==> src/rtl/fetch_pkg.sv <==
// ---------------------------------------------------------------------------
// fetch_pkg
// Shared definitions for the compressed-ISA fetch front end:
//   fetch_state_e  - alignment state of the fetch sequencer
//   OP32_TAG       - low two bits that mark the first halfword of a 32-bit op
//   swap_bytes32   - converts I-cache raw byte order into the instruction view
// ---------------------------------------------------------------------------
package fetch_pkg;

  typedef enum logic [1:0] {
    ALIGNED = 2'd0,  // next instruction starts at the low half of the word
    UPPER   = 2'd1,  // next instruction starts at the high half of the word
    SPLIT   = 2'd2   // low half of the word completes a held upper half
  } fetch_state_e;

  localparam logic [1:0] OP32_TAG = 2'b11;

  // The cache returns bytes with the lowest address in the top byte lane.
  function automatic logic [31:0] swap_bytes32(input logic [31:0] d);
    return {d[7:0], d[15:8], d[23:16], d[31:24]};
  endfunction

endpackage

==> src/rtl/fetch_half_sel.sv <==
// ---------------------------------------------------------------------------
// fetch_half_sel
// Combinational halfword selector. Picks the halfword of the current word
// that the sequencer consumes in the given state and classifies it.
// Ports:
//   w_i        in  32  byte-swapped fetch word
//   fsm_i      in  2   sequencer state
//   half_o     out 16  halfword consumed in this state
//   is32_o     out 1   the consumed halfword belongs to a 32-bit instruction
//   straddle_o out 1   a 32-bit instruction starts in the high half and
//                      continues into the next word
// ---------------------------------------------------------------------------
module fetch_half_sel
  import fetch_pkg::*;
(
  input  logic [31:0]  w_i,
  input  fetch_state_e fsm_i,
  output logic [15:0]  half_o,
  output logic         is32_o,
  output logic         straddle_o
);

  logic [15:0] lo_s;
  logic [15:0] hi_s;

  assign lo_s = w_i[15:0];
  assign hi_s = w_i[31:16];

  // Select and classify the halfword for the current alignment state
  always_comb begin
    half_o     = lo_s;
    is32_o     = 1'b0;
    straddle_o = 1'b0;
    case (fsm_i)
      ALIGNED: begin
        half_o = lo_s;
        // An all-zero word is taken as one 32-bit instruction so the
        // illegal pattern reaches decode as a single unit.
        is32_o = (lo_s[1:0] == OP32_TAG) || (w_i == 32'h0000_0000);
      end
      UPPER: begin
        half_o     = hi_s;
        is32_o     = (hi_s[1:0] == OP32_TAG);
        straddle_o = (hi_s[1:0] == OP32_TAG);
      end
      SPLIT: begin
        // Low half is the second half of the held instruction.
        half_o = lo_s;
        is32_o = 1'b1;
      end
      default: begin
        half_o     = lo_s;
        is32_o     = 1'b0;
        straddle_o = 1'b0;
      end
    endcase
  end

endmodule

==> src/rtl/fetch_align_ctrl.sv <==
// ---------------------------------------------------------------------------
// fetch_align_ctrl
// Fetch sequencer for the compressed-ISA front end. Owns the fetch PC, drives
// the I-cache word address, splits returned words into halfwords and
// re-assembles 32-bit instructions that straddle word boundaries. Emits one
// aligned raw instruction per cycle (registered).
// Ports:
//   clk, rst        clock, synchronous active-high reset
//   stall           freezes all state (redirect still wins)
//   redirect_valid  redirect fetch to redirect_pc (halfword aligned)
//   icache_addr     word fetch address, combinational from state
//   icache_rdata    raw-byte-order data for icache_addr, same cycle
//   instr_o         raw instruction; compressed form is {16'h0, half}
//   pc_o            byte PC of instr_o (holds during bubbles)
//   valid_o         instr_o is a real instruction
//   is_compress_o   instr_o holds a 16-bit instruction
// ---------------------------------------------------------------------------
module fetch_align_ctrl
  import fetch_pkg::*;
#(
  parameter int unsigned       ADDR_W   = 32,
  parameter logic [ADDR_W-1:0] RESET_PC = {ADDR_W{1'b0}}
) (
  input  logic              clk,
  input  logic              rst,
  input  logic              stall,
  input  logic              redirect_valid,
  input  logic [ADDR_W-1:0] redirect_pc,
  output logic [ADDR_W-1:0] icache_addr,
  input  logic [31:0]       icache_rdata,
  output logic [31:0]       instr_o,
  output logic [ADDR_W-1:0] pc_o,
  output logic              valid_o,
  output logic              is_compress_o
);

  localparam int unsigned       FW_W   = ADDR_W - 2;
  localparam logic [FW_W-1:0]   FW_ONE = {{(FW_W-1){1'b0}}, 1'b1};

  fetch_state_e      fsm_q,        fsm_d;
  logic [FW_W-1:0]   fetch_word_q, fetch_word_d;
  logic [15:0]       hold_half_q,  hold_half_d;
  logic [ADDR_W-1:0] hold_pc_q,    hold_pc_d;
  logic [31:0]       instr_q,      instr_d;
  logic [ADDR_W-1:0] pc_q,         pc_d;
  logic              valid_q,      valid_d;
  logic              comp_q,       comp_d;

  logic [31:0]       w_s;
  logic [15:0]       half_s;
  logic              is32_s;
  logic              straddle_s;
  logic [ADDR_W-1:0] addr_lo_s;
  logic [ADDR_W-1:0] addr_hi_s;
  logic              unused_redirect_bit0;

  // Bit 0 of the redirect target is meaningless for halfword-aligned code.
  assign unused_redirect_bit0 = redirect_pc[0];

  assign w_s         = swap_bytes32(icache_rdata);
  assign addr_lo_s   = {fetch_word_q, 2'b00};
  assign addr_hi_s   = {fetch_word_q, 2'b10};
  assign icache_addr = addr_lo_s;

  fetch_half_sel u_half_sel (
    .w_i        (w_s),
    .fsm_i      (fsm_q),
    .half_o     (half_s),
    .is32_o     (is32_s),
    .straddle_o (straddle_s)
  );

  // State and output registers with synchronous reset
  always_ff @(posedge clk) begin
    if (rst) begin
      fsm_q        <= ALIGNED;
      fetch_word_q <= RESET_PC[ADDR_W-1:2];
      hold_half_q  <= 16'h0000;
      hold_pc_q    <= {ADDR_W{1'b0}};
      instr_q      <= 32'h0000_0000;
      pc_q         <= {ADDR_W{1'b0}};
      valid_q      <= 1'b0;
      comp_q       <= 1'b0;
    end else begin
      fsm_q        <= fsm_d;
      fetch_word_q <= fetch_word_d;
      hold_half_q  <= hold_half_d;
      hold_pc_q    <= hold_pc_d;
      instr_q      <= instr_d;
      pc_q         <= pc_d;
      valid_q      <= valid_d;
      comp_q       <= comp_d;
    end
  end

  // Next-state logic: fetch address, alignment state and held half
  always_comb begin
    fsm_d        = fsm_q;
    fetch_word_d = fetch_word_q;
    hold_half_d  = hold_half_q;
    hold_pc_d    = hold_pc_q;
    if (redirect_valid) begin
      // Redirect wins over stall; any half-assembled instruction is dropped.
      fetch_word_d = redirect_pc[ADDR_W-1:2];
      fsm_d        = redirect_pc[1] ? UPPER : ALIGNED;
      hold_half_d  = 16'h0000;
    end else if (stall) begin
      fsm_d        = fsm_q;
      fetch_word_d = fetch_word_q;
    end else begin
      case (fsm_q)
        ALIGNED: begin
          if (is32_s) begin
            fetch_word_d = fetch_word_q + FW_ONE;
          end else begin
            fsm_d = UPPER;
          end
        end
        UPPER: begin
          fetch_word_d = fetch_word_q + FW_ONE;
          if (straddle_s) begin
            hold_half_d = half_s;
            hold_pc_d   = addr_hi_s;
            fsm_d       = SPLIT;
          end else begin
            fsm_d = ALIGNED;
          end
        end
        SPLIT: begin
          // The following high half still needs decoding: stay on this word.
          hold_half_d = 16'h0000;
          fsm_d       = UPPER;
        end
        default: begin
          fsm_d = ALIGNED;
        end
      endcase
    end
  end

  // Output logic: value to register into the instruction outputs
  always_comb begin
    instr_d = instr_q;
    pc_d    = pc_q;
    valid_d = valid_q;
    comp_d  = comp_q;
    if (redirect_valid) begin
      // Kill the emission; pc_o keeps its last value like any bubble.
      instr_d = 32'h0000_0000;
      valid_d = 1'b0;
      comp_d  = 1'b0;
    end else if (stall) begin
      valid_d = valid_q;
    end else begin
      case (fsm_q)
        ALIGNED: begin
          instr_d = is32_s ? w_s : {16'h0000, half_s};
          pc_d    = addr_lo_s;
          valid_d = 1'b1;
          comp_d  = ~is32_s;
        end
        UPPER: begin
          if (straddle_s) begin
            instr_d = 32'h0000_0000;
            valid_d = 1'b0;
            comp_d  = 1'b0;
          end else begin
            instr_d = {16'h0000, half_s};
            pc_d    = addr_hi_s;
            valid_d = 1'b1;
            comp_d  = 1'b1;
          end
        end
        SPLIT: begin
          instr_d = {half_s, hold_half_q};
          pc_d    = hold_pc_q;
          valid_d = 1'b1;
          comp_d  = 1'b0;
        end
        default: begin
          instr_d = 32'h0000_0000;
          valid_d = 1'b0;
          comp_d  = 1'b0;
        end
      endcase
    end
  end

  assign instr_o       = instr_q;
  assign pc_o          = pc_q;
  assign valid_o       = valid_q;
  assign is_compress_o = comp_q;

endmodule
==> config.mk <==
export PLATFORM = sky130hd
export DESIGN_NAME = fetch_align_ctrl
export DESIGN_NICKNAME = d
export VERILOG_FILES = /design/src/rtl/fetch_pkg.sv /design/src/rtl/fetch_half_sel.sv /design/src/rtl/fetch_align_ctrl.sv
export SDC_FILE = /design/constraint.sdc
export NUM_CORES = 1
export LEC_CHECK = 0
export BUFFER_PORTS_ARGS = -buffer_cell sky130_fd_sc_hd__buf_2
export CAP_MARGIN = 20
export CORE_MARGIN = 2
export CORE_UTILIZATION = 58
export CTS_CLUSTER_DIAMETER = 80
export DETAILED_ROUTE_END_ITERATION = 6
export PLACE_DENSITY = 0.85
export REMOVE_ABC_BUFFERS = 1
export SYNTH_ARGS = -nofsm -noshare
export SYNTH_HDL_FRONTEND = slang
export SYNTH_SLANG_ARGS = --single-unit
==> constraint.sdc <==
create_clock -name clk -period 3.2 [get_ports clk]
set_input_delay 0.32 -clock clk [delete_from_list [all_inputs] [get_ports clk]]
set_output_delay 0.32 -clock clk [all_outputs]
set_load 0.02 [all_outputs]
==> flow_summary_export.csv <==
group,metric,value,unit
cells_and_area,fin_util,0.708,
floorplanning,io_pins,166,
synth,ys_types,49,
power_and_ir_drop,p_leak,3.09,nW
power_and_ir_drop,power.density,532,nW/um^2
sta,final-hold-violation-count,0,
sta,period_share,0.863,
routing,vias,7027,
floorplanning,die_h,112,um
cells_and_area,area_growth,19.9,%
routing,met1Wirelength,8190,um
sta,fin_ws,0.440,ns
synth,yosysSeqAreaShare,0.430,
cells_and_area,layout.nets,1009,
sta,setup_tns,0,ns
routing,dr_wl_met3,1970,um
setup_path,critPathMaxFanout,20,
power_and_ir_drop,total_power,4.28,mW
floorplanning,rows,39,
sta,period_needed,2.76,ns
sta,slew_viol_final,0,
setup_path,crit_path_start_kind,"flop",
routing,dr_wl_met2,9310,um
run,drv_cap,0,
clock_network,hold_buffers,0,
sta,clock_skew,0.00695,ns
routing,drtAntennaViolNets,0,
sta,worstMarginPinSlew,0.941,ns
floorplanning,dieArea,12400,sq um
setup_path,crit_path_end_kind,"flop",
placement,place.gp.congestion,0.868,
setup_path,arrival,3.07,ns
synth,synth-edff-count,0,
routing,drtIter0Drc,700,
routing,first_pass_iters,5,
clock_network,cts_setup_buffers,0,
setup_path,critical_path_class,"flop to flop",
setup_path,worstPathRequired,3.51,ns
synth,async_reset_ff_frac,0,
routing,post_drt_wl_per_cell,18.3,um
floorplanning,initial_utilization,0.590,
placement,dp_hpwl,12600,um
clock_network,clockBufferDepth,2,
synth,ys.flop_type,"dfxtp_1",
clock_network,cts_max_level,4,
cells_and_area,drive_gt1_frac,0.228,
grt,track_usage,0.313,
clock_network,clk_latency,0.42,ns
outcome,status,"finished clean",
grt,overflow,0,
sta,maxSlewHeadroom,0.373,
clock_network,cts.sinks,144,
routing,topRoutingLayerUsed,"met4",
cells_and_area,antenna_cells,0,
grt,grt_pass1_vias,6291,
power_and_ir_drop,ir_drop,462,uV
grt,antenna_found_initial,0,
sta,rsz0062_at_grt,"false",
placement,place_ws,0.324,ns
routing,drcViolationCount,0,
synth,yosys_register_bits,144,
synth,syn-cell-area,6710,sq um
grt,grt_pass1_wl,31900,um
floorplanning,die_x,112,um
synth,yosysWarnings,0,
clock_network,ctsRootBufferMaster,"clkbuf_16",
grt,grt_max_degree,67,
synth,avgSynthCellArea,8.25,sq um
sta,fmax,0.362,GHz
placement,port_buffers,161,
synth,synth_cells,814,
routing,viasPerCell,6.49,
sta,finalSetupViolCount,0,
clock_network,clkTransAtPathRegs,0.06,ns
floorplanning,core_area,11400,sq um
clock_network,tritoncts,"built",
routing,finalWirelength,19800,um
worst_hold_path,hold_path_class,"primary input to flop",
clock_network,cts_made_buffers,17,
synth_stat cells, types with 2 or more instances:
cell type | instances | area [sq um]
clkbuf_1 | 64 | 240
buf_2 | 10 | 50.1
nor3_1 | 24 | 120
or2_2 | 3 | 18.8
buf_4 | 4 | 30.0
dfxtp_1 | 144 | 2880
and3_1 | 4 | 25.0
nor4_1 | 10 | 62.6
o21ai_0 | 20 | 100
nand2b_1 | 4 | 25.0
or3_1 | 2 | 12.5
a222oi_1 | 14 | 140
a22oi_1 | 32 | 240
nand3_1 | 17 | 85.1
or4_1 | 3 | 22.5
a221o_1 | 16 | 160
o311ai_0 | 26 | 228
nand2_1 | 108 | 405
a21oi_1 | 70 | 350
and2_1 | 3 | 18.8
ha_1 | 6 | 75.1
nor2_1 | 82 | 308
nand4_1 | 10 | 62.6
buf_1 | 4 | 15.0
inv_1 | 7 | 26.3
a211oi_1 | 46 | 345
nor2b_1 | 2 | 12.5
o211ai_1 | 41 | 308
a21o_1 | 2 | 15.0
mux2i_1 | 17 | 170
timing repair:
item	CTS	global route
endpoints found under the hold margin	0	0
setup endpoints to repair	0	1
gates resized for setup	0	1
worst paths after layout:
kind,from,endpoint,slack [ns],cells after the start
setup reg to reg,fsm_q[1],instr_o[10],0.44,9
setup / recovery,fsm_q[1],instr_o[10],0.44,9
hold / removal,redirect_pc[4],fetch_word_q[2],0.12,3
hold reg to reg,hold_pc_q[12],hold_pc_q[12],0.45,2
power by group:
part           internal, mW  switching [mW]  total [mW]
clock                  1.07           0.672        1.74
combinational         0.210           0.394       0.604
sequential             1.86          0.0731        1.94
layer usage:
metal / up-vias / track usage
met1: 3261 / 0.407
met5: - / 0
li1: 3291 / -
met2: 433 / 0.510
met4: 0 / 0.110
met3: 42 / 0.0757
sequential cells by signal, summed over array words and instances (netlist names):
| signal | flops |
|---|---|
| fetch_word_q | 30 |
| fsm_q | 2 |
| hold_half_q | 16 |
| hold_pc_q | 31 |
| instr_o | 32 |
| is_compress_o | 1 |
| pc_o | 31 |
| valid_o | 1 |
through the flow:
| step | instances | instance area [sq um] | hold WS [ns] |
|---|---|---|---|
| after global routing | 1083 | 8050 | 0.116 |
| after floorplan | 733 | 6380 | 0.389 |
| after detailed placement | 1059 | 7550 | 0.447 |
| after global placement | 1058 | 7530 | 0.442 |
| final | 1083 | 8050 | 0.117 |
| after CTS | 1083 | 8050 | 0.106 |
cell type report:
cell class,count,area [sq um]
fillers,892,3320
clock buffers,21,460
inverters,7,26.3
multi-input cells,582,3480
clock inverters,3,40.0
repair buffers,183,975
flip-flops and latches,144,2880
well taps,143,179
placed cells by master, fill, tap and decap left out, types with 7 or more instances in the layout:
| master | n |
|---|---|
| nor3_1 | 24 |
| a222oi_1 | 14 |
| mux2i_1 | 17 |
| a211oi_1 | 46 |
| o211ai_1 | 41 |
| o21ai_0 | 20 |
| nand4_1 | 10 |
| inv_1 | 7 |
| a221o_1 | 16 |
| nor4_1 | 10 |
| a21oi_1 | 70 |
| buf_2 | 161 |
| nor2_1 | 81 |
| dfxtp_1 | 144 |
| a22oi_1 | 32 |
| o311ai_0 | 26 |
| buf_4 | 21 |
| clkbuf_16 | 17 |
| nand3_1 | 17 |
| nand2_1 | 108 |
critical path: stages, from the launching register on:
cell and delay, ns:
dfxtp_1 0.41, inv_1 0.10, ha_1 0.21, and3_1 0.22, a211oi_1 0.24, o21a_1 0.29
buf_4 0.28, or2_2 0.45, o211ai_1 0.15, a211oi_1 0.31
kinds of logic (layout without fill, tap and decap cells):
group,Yosys count,after routing,synth area share
AND/OR/NAND/NOR,278,278,0.184
flip-flops,144,144,0.430
other,1,3,0.000559
AO/OA/AOI/OAI,278,278,0.295
buffers and inverters,90,214,0.0546
adder cells (fa/ha/maj),6,6,0.0112
multiplexers,17,17,0.0254
(Power assumes the default switching activity.)
